--- config.mk ---
export PLATFORM = sky130hd
export DESIGN_NAME = uart_tx_scheduler
export DESIGN_NICKNAME = d
export VERILOG_FILES = /design/src/rtl/uart_tx_sched_pkg.sv /design/src/rtl/uart_tx_sched_arb.sv /design/src/rtl/uart_tx_scheduler.sv
export SDC_FILE = /design/constraint.sdc
export NUM_CORES = 1
export LEC_CHECK = 0
export BUFFER_PORTS_ARGS = -buffer_cell sky130_fd_sc_hd__buf_2
export CELL_PAD_IN_SITES_DETAIL_PLACEMENT = 1
export CELL_PAD_IN_SITES_GLOBAL_PLACEMENT = 1
export CORE_AREA = 2 2 71 60
export CTS_CLUSTER_SIZE = 40
export DETAILED_ROUTE_END_ITERATION = 10
export DIE_AREA = 0 0 73 62
export GPL_TIMING_DRIVEN = 0
export PLACE_DENSITY = 0.91
export REMOVE_ABC_BUFFERS = 1
export SETUP_SLACK_MARGIN = 0.15
export SLEW_MARGIN = 20
export SYNTH_ARGS = -nofsm -noshare
export SYNTH_HDL_FRONTEND = slang
export SYNTH_HIERARCHICAL = 1
export SYNTH_SLANG_ARGS = --single-unit
--- constraint.sdc ---
create_clock -name clk -period 5.6 [get_ports clk]
set_clock_uncertainty 0.2 [all_clocks]
set_input_delay 0.28 -clock clk [delete_from_list [all_inputs] [get_ports clk]]
set_output_delay 0.28 -clock clk [all_outputs]
set_load 0.05 [all_outputs]
--- src/rtl/uart_tx_sched_pkg.sv ---
// Shared state encoding, source IDs and widths for the UART TX scheduler.
package uart_tx_sched_pkg;

    localparam int unsigned ByteW  = 8;
    localparam int unsigned NumSrc = 2;
    localparam int unsigned SrcAlu = 0;
    localparam int unsigned SrcRf  = 1;

    typedef enum logic [1:0] {
        StIdle   = 2'd0,
        StWaitHi = 2'd1,
        StWaitLo = 2'd2
    } state_e;

endpackage

--- src/rtl/uart_tx_sched_arb.sv ---
// Two-source grant logic for the UART TX scheduler.
// UART_TX_SCHED_RR_EN selects round-robin; otherwise ALU has fixed priority over RF.
module uart_tx_sched_arb
    import uart_tx_sched_pkg::*;
(
`ifdef UART_TX_SCHED_RR_EN
    input  logic              clk,
    input  logic              rst,
`endif
    input  logic [NumSrc-1:0] req,
    input  logic              grant_en,
    output logic [NumSrc-1:0] grant
);

`ifdef UART_TX_SCHED_RR_EN
    // Source preferred when both request; flips to the other source on every grant.
    logic ptr_q, ptr_d;

    always_comb begin
        grant = '0;
        ptr_d = ptr_q;
        if (grant_en) begin
            if (req[SrcAlu] && (!req[SrcRf] || (ptr_q == 1'(SrcAlu)))) begin
                grant[SrcAlu] = 1'b1;
                ptr_d         = 1'(SrcRf);
            end else if (req[SrcRf]) begin
                grant[SrcRf] = 1'b1;
                ptr_d        = 1'(SrcAlu);
            end
        end
    end

    always_ff @(posedge clk or posedge rst) begin
        if (rst) begin
            ptr_q <= 1'(SrcAlu);
        end else begin
            ptr_q <= ptr_d;
        end
    end
`else
    always_comb begin
        grant = '0;
        if (grant_en) begin
            if (req[SrcAlu]) begin
                grant[SrcAlu] = 1'b1;
            end else if (req[SrcRf]) begin
                grant[SrcRf] = 1'b1;
            end
        end
    end
`endif

endmodule

--- src/rtl/uart_tx_scheduler.sv ---
// Shares one UART transmitter between the ALU (2-byte) and register-file (1-byte) requesters.
// Define UART_TX_SCHED_RR_EN for round-robin arbitration instead of fixed ALU priority.
module uart_tx_scheduler
    import uart_tx_sched_pkg::*;
#(
    parameter int unsigned BUSY_TIMEOUT = 32
) (
    input  logic             clk,
    input  logic             rst,
    input  logic             alu_valid,
    input  logic [15:0]      alu_data,
    output logic             alu_ack,
    input  logic             rf_valid,
    input  logic [ByteW-1:0] rf_data,
    output logic             rf_ack,
    input  logic             tx_busy,
    output logic             tx_valid,
    output logic [ByteW-1:0] tx_data,
    output logic             sched_busy,
    output logic             tx_err
);

    localparam int unsigned    WdW    = $clog2(BUSY_TIMEOUT + 1);
    localparam logic [WdW-1:0] WdLast = WdW'(BUSY_TIMEOUT - 1);
    localparam logic [WdW-1:0] WdMax  = WdW'(BUSY_TIMEOUT);

    state_e               state_q, state_d;
    logic [2*ByteW-1:0]   hold_q, hold_d;
    logic                 byte_sel_q, byte_sel_d;
    logic                 bytes_rem_q, bytes_rem_d;
    logic [WdW-1:0]       wdog_q, wdog_d;
    logic                 alu_ack_q, alu_ack_d;
    logic                 rf_ack_q, rf_ack_d;
    logic                 tx_valid_q, tx_valid_d;
    logic                 tx_err_q, tx_err_d;
    logic                 grant_en;
    logic [NumSrc-1:0]    grant;
    logic [NumSrc-1:0]    req;

    assign req[SrcAlu] = alu_valid;
    assign req[SrcRf]  = rf_valid;
    assign grant_en    = (state_q == StIdle) && !tx_busy;

    uart_tx_sched_arb u_arb (
`ifdef UART_TX_SCHED_RR_EN
        .clk      (clk),
        .rst      (rst),
`endif
        .req      (req),
        .grant_en (grant_en),
        .grant    (grant)
    );

    always_comb begin
        state_d     = state_q;
        hold_d      = hold_q;
        byte_sel_d  = byte_sel_q;
        bytes_rem_d = bytes_rem_q;
        wdog_d      = wdog_q;
        alu_ack_d   = 1'b0;
        rf_ack_d    = 1'b0;
        tx_valid_d  = 1'b0;
        tx_err_d    = 1'b0;
        unique case (state_q)
            StIdle: begin
                wdog_d = '0;
                if (grant[SrcAlu]) begin
                    alu_ack_d   = 1'b1;
                    hold_d      = alu_data;
                    byte_sel_d  = 1'b0;
                    bytes_rem_d = 1'b1;
                    tx_valid_d  = 1'b1;
                    state_d     = StWaitHi;
                end else if (grant[SrcRf]) begin
                    rf_ack_d    = 1'b1;
                    hold_d      = {{ByteW{1'b0}}, rf_data};
                    byte_sel_d  = 1'b0;
                    bytes_rem_d = 1'b0;
                    tx_valid_d  = 1'b1;
                    state_d     = StWaitHi;
                end
            end
            StWaitHi: begin
                if (tx_busy) begin
                    wdog_d  = '0;
                    state_d = StWaitLo;
                end else if (wdog_q == WdLast) begin
                    // Transmitter never took the byte: drop the rest of the frame.
                    tx_err_d    = 1'b1;
                    bytes_rem_d = 1'b0;
                    wdog_d      = WdMax;
                    state_d     = StIdle;
                end else if (wdog_q != WdMax) begin
                    wdog_d = wdog_q + 1'b1;
                end
            end
            StWaitLo: begin
                if (!tx_busy) begin
                    if (bytes_rem_q) begin
                        byte_sel_d  = 1'b1;
                        bytes_rem_d = 1'b0;
                        tx_valid_d  = 1'b1;
                        wdog_d      = '0;
                        state_d     = StWaitHi;
                    end else begin
                        state_d = StIdle;
                    end
                end
            end
            default: state_d = StIdle;
        endcase
    end

    always_ff @(posedge clk or posedge rst) begin
        if (rst) begin
            state_q     <= StIdle;
            hold_q      <= '0;
            byte_sel_q  <= 1'b0;
            bytes_rem_q <= 1'b0;
            wdog_q      <= '0;
            alu_ack_q   <= 1'b0;
            rf_ack_q    <= 1'b0;
            tx_valid_q  <= 1'b0;
            tx_err_q    <= 1'b0;
        end else begin
            state_q     <= state_d;
            hold_q      <= hold_d;
            byte_sel_q  <= byte_sel_d;
            bytes_rem_q <= bytes_rem_d;
            wdog_q      <= wdog_d;
            alu_ack_q   <= alu_ack_d;
            rf_ack_q    <= rf_ack_d;
            tx_valid_q  <= tx_valid_d;
            tx_err_q    <= tx_err_d;
        end
    end

    // Byte select only moves on a strobe, so tx_data holds until the next strobe.
    assign tx_data    = byte_sel_q ? hold_q[2*ByteW-1:ByteW] : hold_q[ByteW-1:0];
    assign alu_ack    = alu_ack_q;
    assign rf_ack     = rf_ack_q;
    assign tx_valid   = tx_valid_q;
    assign tx_err     = tx_err_q;
    assign sched_busy = (state_q != StIdle);

endmodule

Word level (Yosys, flattened, before mapping)
Cells that the tools add are included.

word-level totals
  register bits = 30
  bits of input ports = 29
  logic and storage cells = 75

cells by class
  add/sub/neg operators = 1
  equality and inequality tests = 11
  muxes and demuxes = 42
  reduce and logical (&&, ||, !) cells = 12

operators by type and width
  cell                 number
  $mux 16              2
  $mux 6               5
  $mux 1               23
  $pmux 6 s3           1
  $mux 2               6
  $mux 8               1
  $ne 2x2->1 const B   4
  $reduce_and 4->1     2
  $add 6x1->6 const B  1
  $eq 6x5->1 const B   1
  $ne 3x3->1 const B   2
  $ne 6x6->1 const B   1
  $pmux 2 s3           1
  $reduce_bool 2->1    3
  $reduce_and 5->1     1
  $ne 4x4->1 const B   1
  $pmux 1 s2           2
  $pmux 1 s3           1
  $reduce_and 3->1     1
  $reduce_bool 3->1    1
  $eq 2x1->1 const B   1
  $eq 2x2->1 const B   1
  $logic_not 2->1      1
  $reduce_and 2->1     1
  other kinds (2)      2

Depth between registers and ports, before layout
  depth in word-level cells = 6
  depth in mapped cells = 10

Modules after synthesis
The synthesis kept the hierarchy.

by module, submodules not included
  module             instances  cells an instance  area each (µm²)  sequential area each (µm²)
  uart_tx_scheduler  1          146                1555.2           750.7
  uart_tx_sched_arb  1          2                  16.3             0.0

Least setup slack after synthesis
Ideal clock, no wire load.

  path type = register to register
  from = register state_q[1]
  to = register bytes_rem_q
  arrival = 2.219 ns
  slack = 3.054 ns
  stages on the path, launching flop included = 11
  buffers on the path = 1
  clock period less this slack = 2.546 ns
  path through = dfrtp_1 -> inv_1 -> ha_1 -> clkbuf_1 -> inv_1 -> nor2_1 -> and3b_1 -> nor2_1 -> a22o_1 -> a221oi_2 -> mux2_1

between the ends
  cells in the longest elaborated chain, start to end = 5
  elaborated cells on any way between the ends = 13
  those cells by class = 6 x eq/ne; 3 x mux; 4 x reduce/logical

ends and longest elaborated chain
  item                        line                      text
  start: declaration          uart_tx_scheduler.sv:27   state_e state_q, state_d;
  start signal: assignment    uart_tx_scheduler.sv:116  state_q <= StIdle;
  start signal: assignment    uart_tx_scheduler.sv:126  state_q <= state_d;
  $logic_not 2->1             uart_tx_scheduler.sv:42   assign grant_en = (state_q == StIdle) && !tx_busy;
  $logic_and 1x1->1           uart_tx_scheduler.sv:42
  net grant_en                uart_tx_scheduler.sv:36   logic grant_en;
  $mux 2                      uart_tx_sched_arb.sv:43   if (grant_en) begin
  net grant[1]                uart_tx_scheduler.sv:37   logic [NumSrc-1:0] grant;
  $ne 3x3->1 (no line)        -
  $reduce_and 5->1 (no line)  -
  end signal: assignment      uart_tx_scheduler.sv:129  bytes_rem_q <= bytes_rem_d;
  end: declaration            uart_tx_scheduler.sv:30   logic bytes_rem_q, bytes_rem_d;

The timed path passes the listed nets, and every way through them passes these cells.
A chain may end at the register's enable or synchronous reset.

Worst setup path in the final report
  from = register state_q[1]
  to = register bytes_rem_q

between the ends
  cells in the longest elaborated chain, start to end = 5
  elaborated cells on any way between the ends = 13
  those cells by class = 6 x eq/ne; 3 x mux; 4 x reduce/logical

ends and longest elaborated chain
  item                                                      line
  $logic_not 2->1 *                                         uart_tx_scheduler.sv:42
  $logic_and 1x1->1 *                                       uart_tx_scheduler.sv:42
  net grant_en                                              uart_tx_scheduler.sv:36
  $mux 2 *                                                  uart_tx_sched_arb.sv:43
  net grant[0]                                              uart_tx_scheduler.sv:37
  $ne 3x3->1 (no line) or $mux 1 (tied branches)            -
  $reduce_and 5->1 (no line) or $pmux 1 s3 (tied branches)  -

The timed path passes the listed nets; every way through them passes the cells marked *.

==> impl_metrics.yaml <==
outcome:
  outcome: "completed"
routing:
  m1WireLength_mm: 1.70
  drt_iter0_markers: 37
  vias_per_cell: 5.46
  wl_met3_um: 176
  drt_pre_antenna_iters: 4
  routed_wirelength_mm: 3.80
  highest-signal-layer: "met4"
  drt.antenna.violating_nets: 0
  route.detailed.drc: 0
  post_drt_wl_per_cell_um: 16.0
  met2RoutedLength_mm: 1.89
  routed-via-count: 1293
placement:
  io_buffers: 41
  pre_cts_slack_ps: 2800
  gp_congestion: 0.738
  dpl.hpwl_mm: 2.83
  placedCellCount: 230
final_layout:
  layout-area-overhead-vs-synth_pct: 22.1
  layout.cells.non_filler: 237
  final_layout_size_suffix_gt1_share_pct: 34.0
  antenna_cells: 0
  fillerInstances: 438
  num-nets-final: 227
  core_util_final_pct: 49.0
die:
  num_io_pins: 42
  fp.dieArea_mm2: 0.00453
  initial_core_util_pct: 40.1
  chipWidth_um: 73
  chipHeight_um: 62
  row_count: 21
  core_area_mm2: 0.00392
yosys:
  netlist-cell-type-count: 31
  post_synth_arst_share_pct: 100
  post-synth-top-area-fraction_pct: 47.8
  synth_top_cell_by_area: "sky130_fd_sc_hd__dfrtp_1"
  netlist_top_cells_area: "sky130_fd_sc_hd__dfrtp_1, sky130_fd_sc_hd__mux2_2, sky130_fd_sc_hd__mux2i_1, sky130_fd_sc_hd__a22o_1, sky130_fd_sc_hd__ha_1"
  post_synth_and_or_nand_nor_area_fraction_pct: 14.5
  synth-xor-area-share_pct: 0
  synth-seq-area-share_pct: 47.8
  largest_family_of_logic_cells_by_synthesized_area: "compound AO/OA/AOI/OAI gates"
  synth_edf_count: 0
  synth_compound_area_share_pct: 16.7
  synthCells: 148
  synth.cell_area_mm2: 0.00157
  synth_adder_area_share_pct: 4.78
  synth.ff_latch_count: 30
  yosys_most_used_dff: "sky130_fd_sc_hd__dfrtp_1"
  yosys-mux-area-fraction_pct: 12.9
  postSynthAreaPerCell_um2: 10.6
  yosysWarningCount: 6
clocking:
  postCtsHoldBufs: 1
  htreeDepth: 2
  cts_resized: 0
  clock_path_buffers: 2
  postCtsSetupBuffers: 0
  clockRootBuffer: "sky130_fd_sc_hd__clkbuf_8"
  clk_transition_reported_paths_ps: 60
  cts_buffers: 5
  clkSinkCount: 30
  worstSkewPairLatency_ps: 280
  clock_tree_from_tritoncts: "done"
global_routing:
  grt_overflow: 0
  grt_first_pass_wirelength_mm: 6.42
  grt_pass1_vias: 1345
  maximum_number_of_pins_on_one_net_before_global_route_repair: 31
  grtUsageTotal_pct: 18.9
  grt_antenna_before_repair: 0
power:
  power.share.switching_pct: 43.5
  power_per_cell_area_mw_per_mm2: 498
  power.total_mw: 0.955
  clkPwrFrac_pct: 17.9
  comb_power_share_pct: 46.7
  power_report.internal_total_mw: 0.540
  total_leakage_power_nw: 0.930
  sequentialPowerShare_pct: 35.4
  net-switching-power_mw: 0.415
  vdd_drop_max_mv: 0.275
sta:
  final_min_period_over_clock_period_pct: 49.6
  timing.final.ws_setup_ps: 2820
  final_setup_tns_ps: 0
  setup_viol_count_final: 0
  finalWorstPathRequiredPeriod_ps: 2780
  slew_violations: 0
  finalHoldViolations: 0
  worst_slew_margin_rel_pct: 58.4
  rsz0062_at_grt: "false"
  tightest_slew_ps: 623
  achievable-frequency_ghz: 0.360
setup_path:
  worstSetupPathType: "reg2reg"
  critPathLaunchType: "register"
  critical_path_peak_fanout: 13
  cp_data_required_time_ps: 5560
  crit_arrival_ps: 2740
  critical_path.endpoint_type: "register"
job:
  cap_violations: 0
hold_path:
  worstHoldPathType: "in2reg"
-- registers in the layout, summed over array words and instances, names as in the netlist --
signal,cells
alu_ack,1
byte_sel_q,1
bytes_rem_q,1
hold_q,16
rf_ack,1
state_q,2
tx_err,1
tx_valid,1
wdog_q,6
-- cell usage in the layout, fill, tap and decap left out, drive strengths merged, types with 7 or more instances in the layout --
master  count
nor2        7
a22o       10
nand3       7
mux2i       9
o21ai      13
mux2       10
nand2      14
dfrtp      30
a21oi       7
inv         8
buf        42
-- power groups by stage --
| stage | sequential [mW] | combinational (mW) | clock, mW |
|---|---|---|---|
| 3_5_place_dp | 0.338 | 0.447 | 0 |
| 3_3_place_gp | 0.332 | 0.419 | 0 |
| 4_1_cts | 0.338 | 0.450 | 0.177 |
| 6_report | 0.338 | 0.447 | 0.171 |
| 5_1_grt | 0.348 | 0.487 | 0.184 |
| 2_1_floorplan | 0.333 | 0.333 | 0 |
-- routing by layer --
metal / GRT usage [%] / vias to the layer above
met4: 5.56 / 0
met1: 23.8 / 642
li1: - / 611
met3: 5.32 / 6
met5: 0 / -
met2: 32.4 / 34
-- final timing paths --
| kind | cells after the start | from | endpoint | slack (ps) |
|---|---|---|---|---|
| max | 9 | state_q[1] | bytes_rem_q | 2820 |
| min | 2 | alu_data[9] | hold_q[9] | 20 |
| max reg2reg | 9 | state_q[1] | bytes_rem_q | 2820 |
| min reg2reg | 2 | hold_q[5] | hold_q[5] | 300 |
| max in group asynchronous | 3 | rst | bytes_rem_q | 4360 |
| min in group asynchronous | 3 | rst | wdog_q[5] | 430 |
-- worst max-delay path: stages, from the launching register on --
cell,delay (ps)
sky130_fd_sc_hd__dfrtp_1,440
sky130_fd_sc_hd__inv_1,110
sky130_fd_sc_hd__ha_1,350
sky130_fd_sc_hd__inv_1,100
sky130_fd_sc_hd__nor2_1,120
sky130_fd_sc_hd__and2_2,390
sky130_fd_sc_hd__nor2_1,120
sky130_fd_sc_hd__a22o_1,270
sky130_fd_sc_hd__a221oi_2,210
sky130_fd_sc_hd__mux2_1,340
-- cell type report --
class / count / area (um2) / share of cell area, %
repair buffers: 43 / 226 / 11.8
multi-input cells: 104 / 772 / 40.2
inverters: 8 / 30.0 / 1.56
well taps: 46 / 57.6 / 3.00
flip-flops and latches: 30 / 751 / 39.1
clock buffers: 6 / 82.6 / 4.30
-- per-stage QoR --
step / hold WS [ps] / instance area (um2)
2_1_floorplan: 171 / 1550
4_1_cts: 8.27 / 1920
3_5_place_dp: 200 / 1830
3_3_place_gp: 257 / 1810
6_report: 16.1 / 1920
5_1_grt: 26.3 / 1920
-- synth_stat cells (4+ instances only) --
cell type,count
sky130_fd_sc_hd__nand2_1,14
sky130_fd_sc_hd__dfrtp_1,30
sky130_fd_sc_hd__ha_1,6
sky130_fd_sc_hd__clkbuf_1,5
sky130_fd_sc_hd__o21ai_0,12
sky130_fd_sc_hd__a22o_1,10
sky130_fd_sc_hd__inv_1,8
sky130_fd_sc_hd__nand2b_1,4
sky130_fd_sc_hd__nand3_1,6
sky130_fd_sc_hd__mux2i_1,9
sky130_fd_sc_hd__a21oi_1,7
sky130_fd_sc_hd__mux2_2,9
sky130_fd_sc_hd__nor2_1,7
-- cells by family (layout without fill, tap and decap cells) --
family,Yosys count,in the layout
AOI/OAI and AO/OA,36,36
adders and majority gates,6,6
buffers and inverters,14,57
and+or+nand+nor,43,43
DFF,30,30
muxes,19,19
(Power assumes the default switching activity.)
